$ cat config.mk
export PLATFORM = sky130hd
export DESIGN_NAME = add_word_seq
export DESIGN_NICKNAME = d
export VERILOG_FILES = /design/src/rtl/add_word_seq.sv
export SDC_FILE = /design/constraint.sdc
export NUM_CORES = 1
export LEC_CHECK = 0
export ABC_AREA = 1
export CAP_MARGIN = 20
export CORE_ASPECT_RATIO = 0.6
export CORE_MARGIN = 2
export CORE_UTILIZATION = 34
export DETAILED_ROUTE_END_ITERATION = 6
export GPL_ROUTABILITY_DRIVEN = 0
export GPL_TIMING_DRIVEN = 0
export PLACE_DENSITY = 0.86
export SLEW_MARGIN = 10
export SYNTH_ARGS = -nofsm -noshare
export SYNTH_HDL_FRONTEND = slang
export SYNTH_SLANG_ARGS = --single-unit
$ cat constraint.sdc
create_clock -name clk -period 2.2 [get_ports clk]
set_input_delay 0.66 -clock clk [delete_from_list [all_inputs] [get_ports clk]]
set_output_delay 0.66 -clock clk [all_outputs]
set_load 0.01 [all_outputs]
$ cat src/rtl/add_word_seq.sv
// add_word_seq: streams a WORDS x 16-bit add through an external 16-bit
// adder, LS word first. Define ADD_WORD_SEQ_SUB_EN to add the sub port.
module add_word_seq #(
    parameter int WORDS = 4
) (
    input  logic        clk,
    input  logic        rst,
    input  logic        in_valid,
    output logic        in_ready,
    input  logic [15:0] in_x,
    input  logic [15:0] in_y,
    input  logic        cin,
`ifdef ADD_WORD_SEQ_SUB_EN
    input  logic        sub,
`endif
    output logic [15:0] add_x,
    output logic [15:0] add_y,
    output logic        add_c0,
    input  logic [15:0] add_s,
    input  logic        add_c4,
    output logic        out_valid,
    input  logic        out_ready,
    output logic [15:0] out_s,
    output logic        out_last,
    output logic        out_cout
);
    localparam int CW = (WORDS > 1) ? $clog2(WORDS) : 1;
    localparam logic [CW-1:0] LAST = CW'(WORDS - 1);

    typedef enum logic {IDLE, RUN} state_t;

    state_t        r_state;
    logic [CW-1:0] r_cnt;
    logic          r_cy;
    logic          r_out_valid;
    logic [15:0]   r_out_s;
    logic          r_out_last;
    logic          r_out_cout;

    logic w_accept;
    logic w_last;
    logic w_sub;

`ifdef ADD_WORD_SEQ_SUB_EN
    logic r_sub;
    // first word takes sub live; later words use the latched mode
    assign w_sub = (r_state == IDLE) ? sub : r_sub;
`else
    assign w_sub = 1'b0;
`endif

    assign in_ready = !r_out_valid | out_ready;
    assign w_accept = in_valid & in_ready;
    assign w_last   = (r_cnt == LAST);

    // subtract is X + ~Y + 1, so the first-word carry is forced high
    assign add_x  = in_x;
    assign add_y  = w_sub ? ~in_y : in_y;
    assign add_c0 = (r_state == IDLE) ? (cin | w_sub) : r_cy;

    assign out_valid = r_out_valid;
    assign out_s     = r_out_s;
    assign out_last  = r_out_last;
    assign out_cout  = r_out_cout;

    // word sequencer, carry chain and one-entry output register
    always_ff @(posedge clk) begin
        if (rst) begin
            r_state     <= IDLE;
            r_cnt       <= '0;
            r_cy        <= 1'b0;
            r_out_valid <= 1'b0;
            r_out_s     <= 16'h0000;
            r_out_last  <= 1'b0;
            r_out_cout  <= 1'b0;
`ifdef ADD_WORD_SEQ_SUB_EN
            r_sub       <= 1'b0;
`endif
        end else if (w_accept) begin
            r_out_valid <= 1'b1;
            r_out_s     <= add_s;
            r_out_last  <= w_last;
            r_out_cout  <= w_last ? add_c4 : 1'b0;
`ifdef ADD_WORD_SEQ_SUB_EN
            if (r_state == IDLE) begin
                r_sub <= sub;
            end
`endif
            if (w_last) begin
                r_state <= IDLE;
                r_cnt   <= '0;
                r_cy    <= 1'b0;
            end else begin
                r_state <= RUN;
                r_cnt   <= r_cnt + 1'b1;
                r_cy    <= add_c4;
            end
        end else if (out_ready) begin
            r_out_valid <= 1'b0;
        end
    end
endmodule

---- Word level (Yosys, flattened, before mapping) ----
Index checks and enable logic that the tools add are counted.
storage, ports and cells
  register bits after elaboration ......... 23
  logic and storage cells ................. 20
cells by class
  add/subtract/negate cells ............... 1
  equal/unequal tests ..................... 1
  multiplexer cells ....................... 7
  bitwise logic cells ..................... 2
  reduce and logical (&&, ||, !) cells .... 2
operators by type and width
  operator               number
  $mux W1                6
  $add A2 B1 Y2 const B  1
  $eq A2 B2 Y1 const B   1
  $mux W2                1
  $reduce_bool A2 Y1     1
  $and A1 B1 Y1          1
  $logic_not A1 Y1       1
  $or A1 B1 Y1           1

---- Depth between registers and ports, before layout ----
  depth after elaboration ................. 4
  gate-level depth with buffers ........... 7

---- Worst setup path after synthesis ----
No wires, ideal clock.
  path kind ............................... input to output
  start ................................... input port out_ready
  end ..................................... output port in_ready
  arrival ................................. 0.946 ns
  data required time ...................... 1.540 ns
  slack ................................... 0.594 ns
  cell stages on the path ................. 3
  path buffers ............................ 1
  cells stage by stage .................... inv_2 > nand2_4 > buf_2
on the way
  word-level cells in the longest chain between the ends .. 1
ends and longest elaborated chain
  element             RTL line  RTL
  start: declaration  22        input logic out_ready,
  $or A1 B1 Y1        52        assign in_ready = !r_out_valid | out_ready;
  end: declaration    9         output logic in_ready,
No other way between the ends.

---- Final worst setup path ----
Same ends and word-level chain as after synthesis.

==> results.ini <==
[power]
leakagePower_uw=0.000945
power_density_mw_per_mm2=511
peakVddDrop_uv=258

[worst_setup_path]
worstPathCellList=clkdlybuf4s50_1, inv_2, nand2_8, buf_2
crit_type=in2out
worstPathMaxFanout=14
cp_num_buf_inv=3
crit_family=buffers and inverters
worst_ep_arrival_time_ns=1.45
critPathSlowestCell=clkdlybuf4s50_1
cp_slowest_stage_delay_ns=0.47
reg2regPathDepth=6
path_depth=4
cp-end-kind=output port
cp-start-kind=input port
required_ns=1.54

[status]
status=finished clean

[sta]
period_share_pct=95.9
fin_skew_ns=0.00273
drv_slew=0
final.setup.tns_ns=0
slew_headroom_pct=71.3
whs_ns=0.488
hold_viol_final=0
tightestPinTransition_ns=0.430
max_freq_mhz=474
final-setup-viol-count=0
min_period_ns=2.11
rsz0062_at_grt=false

[yosys]
avgSynthCellArea_sq_um=7.48
ys_seq_area_share_pct=37.1
syn_area_sq_mm=0.00124
netlist_instances=166
ys_seq_elements=23
yosys.cell_types.count=15
yosys_warnings=0
syn_nets=222

[grt]
grt_overflow=0
grt_use_total_pct=16.0
grt_max_degree=15
grt_pass1_vias=1164
grt_pass1_wl_microns=5180
antenna_found_initial=0

[place]
post-dp-hpwl_microns=2730
placed_area_sq_mm=0.00204
port_buffers=74

[cts]
cts_hold_buf=0
root_buffer=clkbuf_8
path_clk_slew_ns=0.08
worst_skew_pair.late_latency_ns=0.26
cts_setup_buffers=0
htree_levels=1
cts.sinks=23
numCtsBuffers=3
clockBufferDepth=2
cts_tree=yes

[min_path]
hold_path_depth=2
hold_class=reg2reg

[detailed_routing]
wl_per_cell_microns=11.6
ant_nets=0
totalWireLength_microns=3330
drtIter0Drc=30
drc=0
vias_per_cell=4.24
drtPass1Iterations=4
vias=1221

[job]
max_cap_viol_count=0

[floorplan]
core_region_area_sq_mm=0.00336
die_area_sq_mm=0.00417
floorplan.initialDensity_pct=36.9
rows=16
dieWidth_microns=82
ioPinCount=107
die_y_microns=50.8

[finish]
final_util_pct=61.8
drive_gt1_share_pct=18.9
nNetsFinal=300
area_growth_pct=67.3
insertedDiodeCount=0
fin_area_sq_mm=0.00208

## kinds of logic after synthesis
| group | count (synthesis) | synth area share (%) |
|---|---|---|
| and+or+nand+nor | 90 | 34.1 |
| buffers and inverters | 47 | 25.2 |
| DFF | 23 | 37.1 |
| AOI/OAI and AO/OA | 4 | 1.61 |
| adders and majority gates | 2 | 2.02 |
## Yosys cell counts, drive strengths merged
cell | number | area [sq um]
dfxtp | 23 | 460
a21oi | 4 | 20.0
buf | 38 | 277
nand2 | 27 | 116
clkbuf | 1 | 3.75
nor2 | 43 | 161
nand3b | 18 | 135
ha | 2 | 25.0
nand3 | 2 | 10.0
inv | 8 | 32.5
## timing repair
| item | in CTS | in global routing |
|---|---|---|
| setup endpoints to repair | 2 | 1 |
| resized for setup | 6 | 2 |
| gates cloned | 0 | 0 |
## worst paths after layout
| kind | startpoint | end | slack, ns |
|---|---|---|---|
| min | out_s[9]$_SDFFE_PP0P_ | out_s[9]$_SDFFE_PP0P_ | 0.49 |
| min reg2reg | out_s[9]$_SDFFE_PP0P_ | out_s[9]$_SDFFE_PP0P_ | 0.49 |
| max reg2reg | out_valid$_SDFFE_PP0P_ | out_s[4]$_SDFFE_PP0P_ | 1.05 |
| max | out_ready | in_ready | 0.09 |
## report_power, final
part           total (uW)  switching (uW)  leakage, uW  internal, uW
clock                 257             128    0.0000228           129
combinational         336             129     0.000732           206
sequential            469            19.2     0.000191           449
total                1060             277     0.000945           785
## layout make-up
cell class / count / area [sq um]
timing repair buffer: 74 / 731
tap: 45 / 56.3
fill: 319 / 1290
buffer: 38 / 275
inverter: 8 / 32.5
sequential: 23 / 460
multi-input combinational: 96 / 477
clock buffer: 4 / 45.0
## tightest hold or removal path, cell delays in order, from the launching register on
cell,delay [ns]
dfxtp_1,0.33
nor2_1,0.05
nor2_1,0.08
## flip-flops by register name (all words and copies together), names as in the netlist
register	count
r_state	1
r_cnt	2
out_cout	1
out_valid	1
out_last	1
r_cy	1
out_s	16
## routing by layer
metal | GRT usage (%) | wire [microns] | part of all wire [%] | vias up
met5 | 0 | 0 | 0 | -
li1 | - | - | - | 636
met4 | 0 | 0 | 0 | 0
met3 | 5.04 | 218 | 6.5 | 0
met1 | 19.0 | 1440 | 43 | 548
met2 | 29.9 | 1670 | 50 | 37
## stage by stage
step           std cells  setup slack (ns)  total power, uW
4_1_cts              288           0.00714             1080
5_1_grt              288            0.0462             1120
3_3_place_gp         285            -0.527              810
3_5_place_dp         285            -0.515              818
2_1_floorplan        166             0.594              640
6_report             288            0.0903             1060
## cell usage in the layout, fill, tap and decap left out
cell type and instances:
nor2_1 43, clkbuf_8 3, dfxtp_1 23, nand2_1 25, a21oi_1 4, inv_2 1
nand3b_1 18, clkbuf_2 1, inv_1 6, buf_4 32, ha_1 2, nand2_8 1
clkbuf_1 2, nand2_4 1, nand3_1 2, inv_4 1, buf_6 1, buf_2 5
clkdlybuf4s50_1 72
No activity file was read; power rests on OpenSTA's default activity.
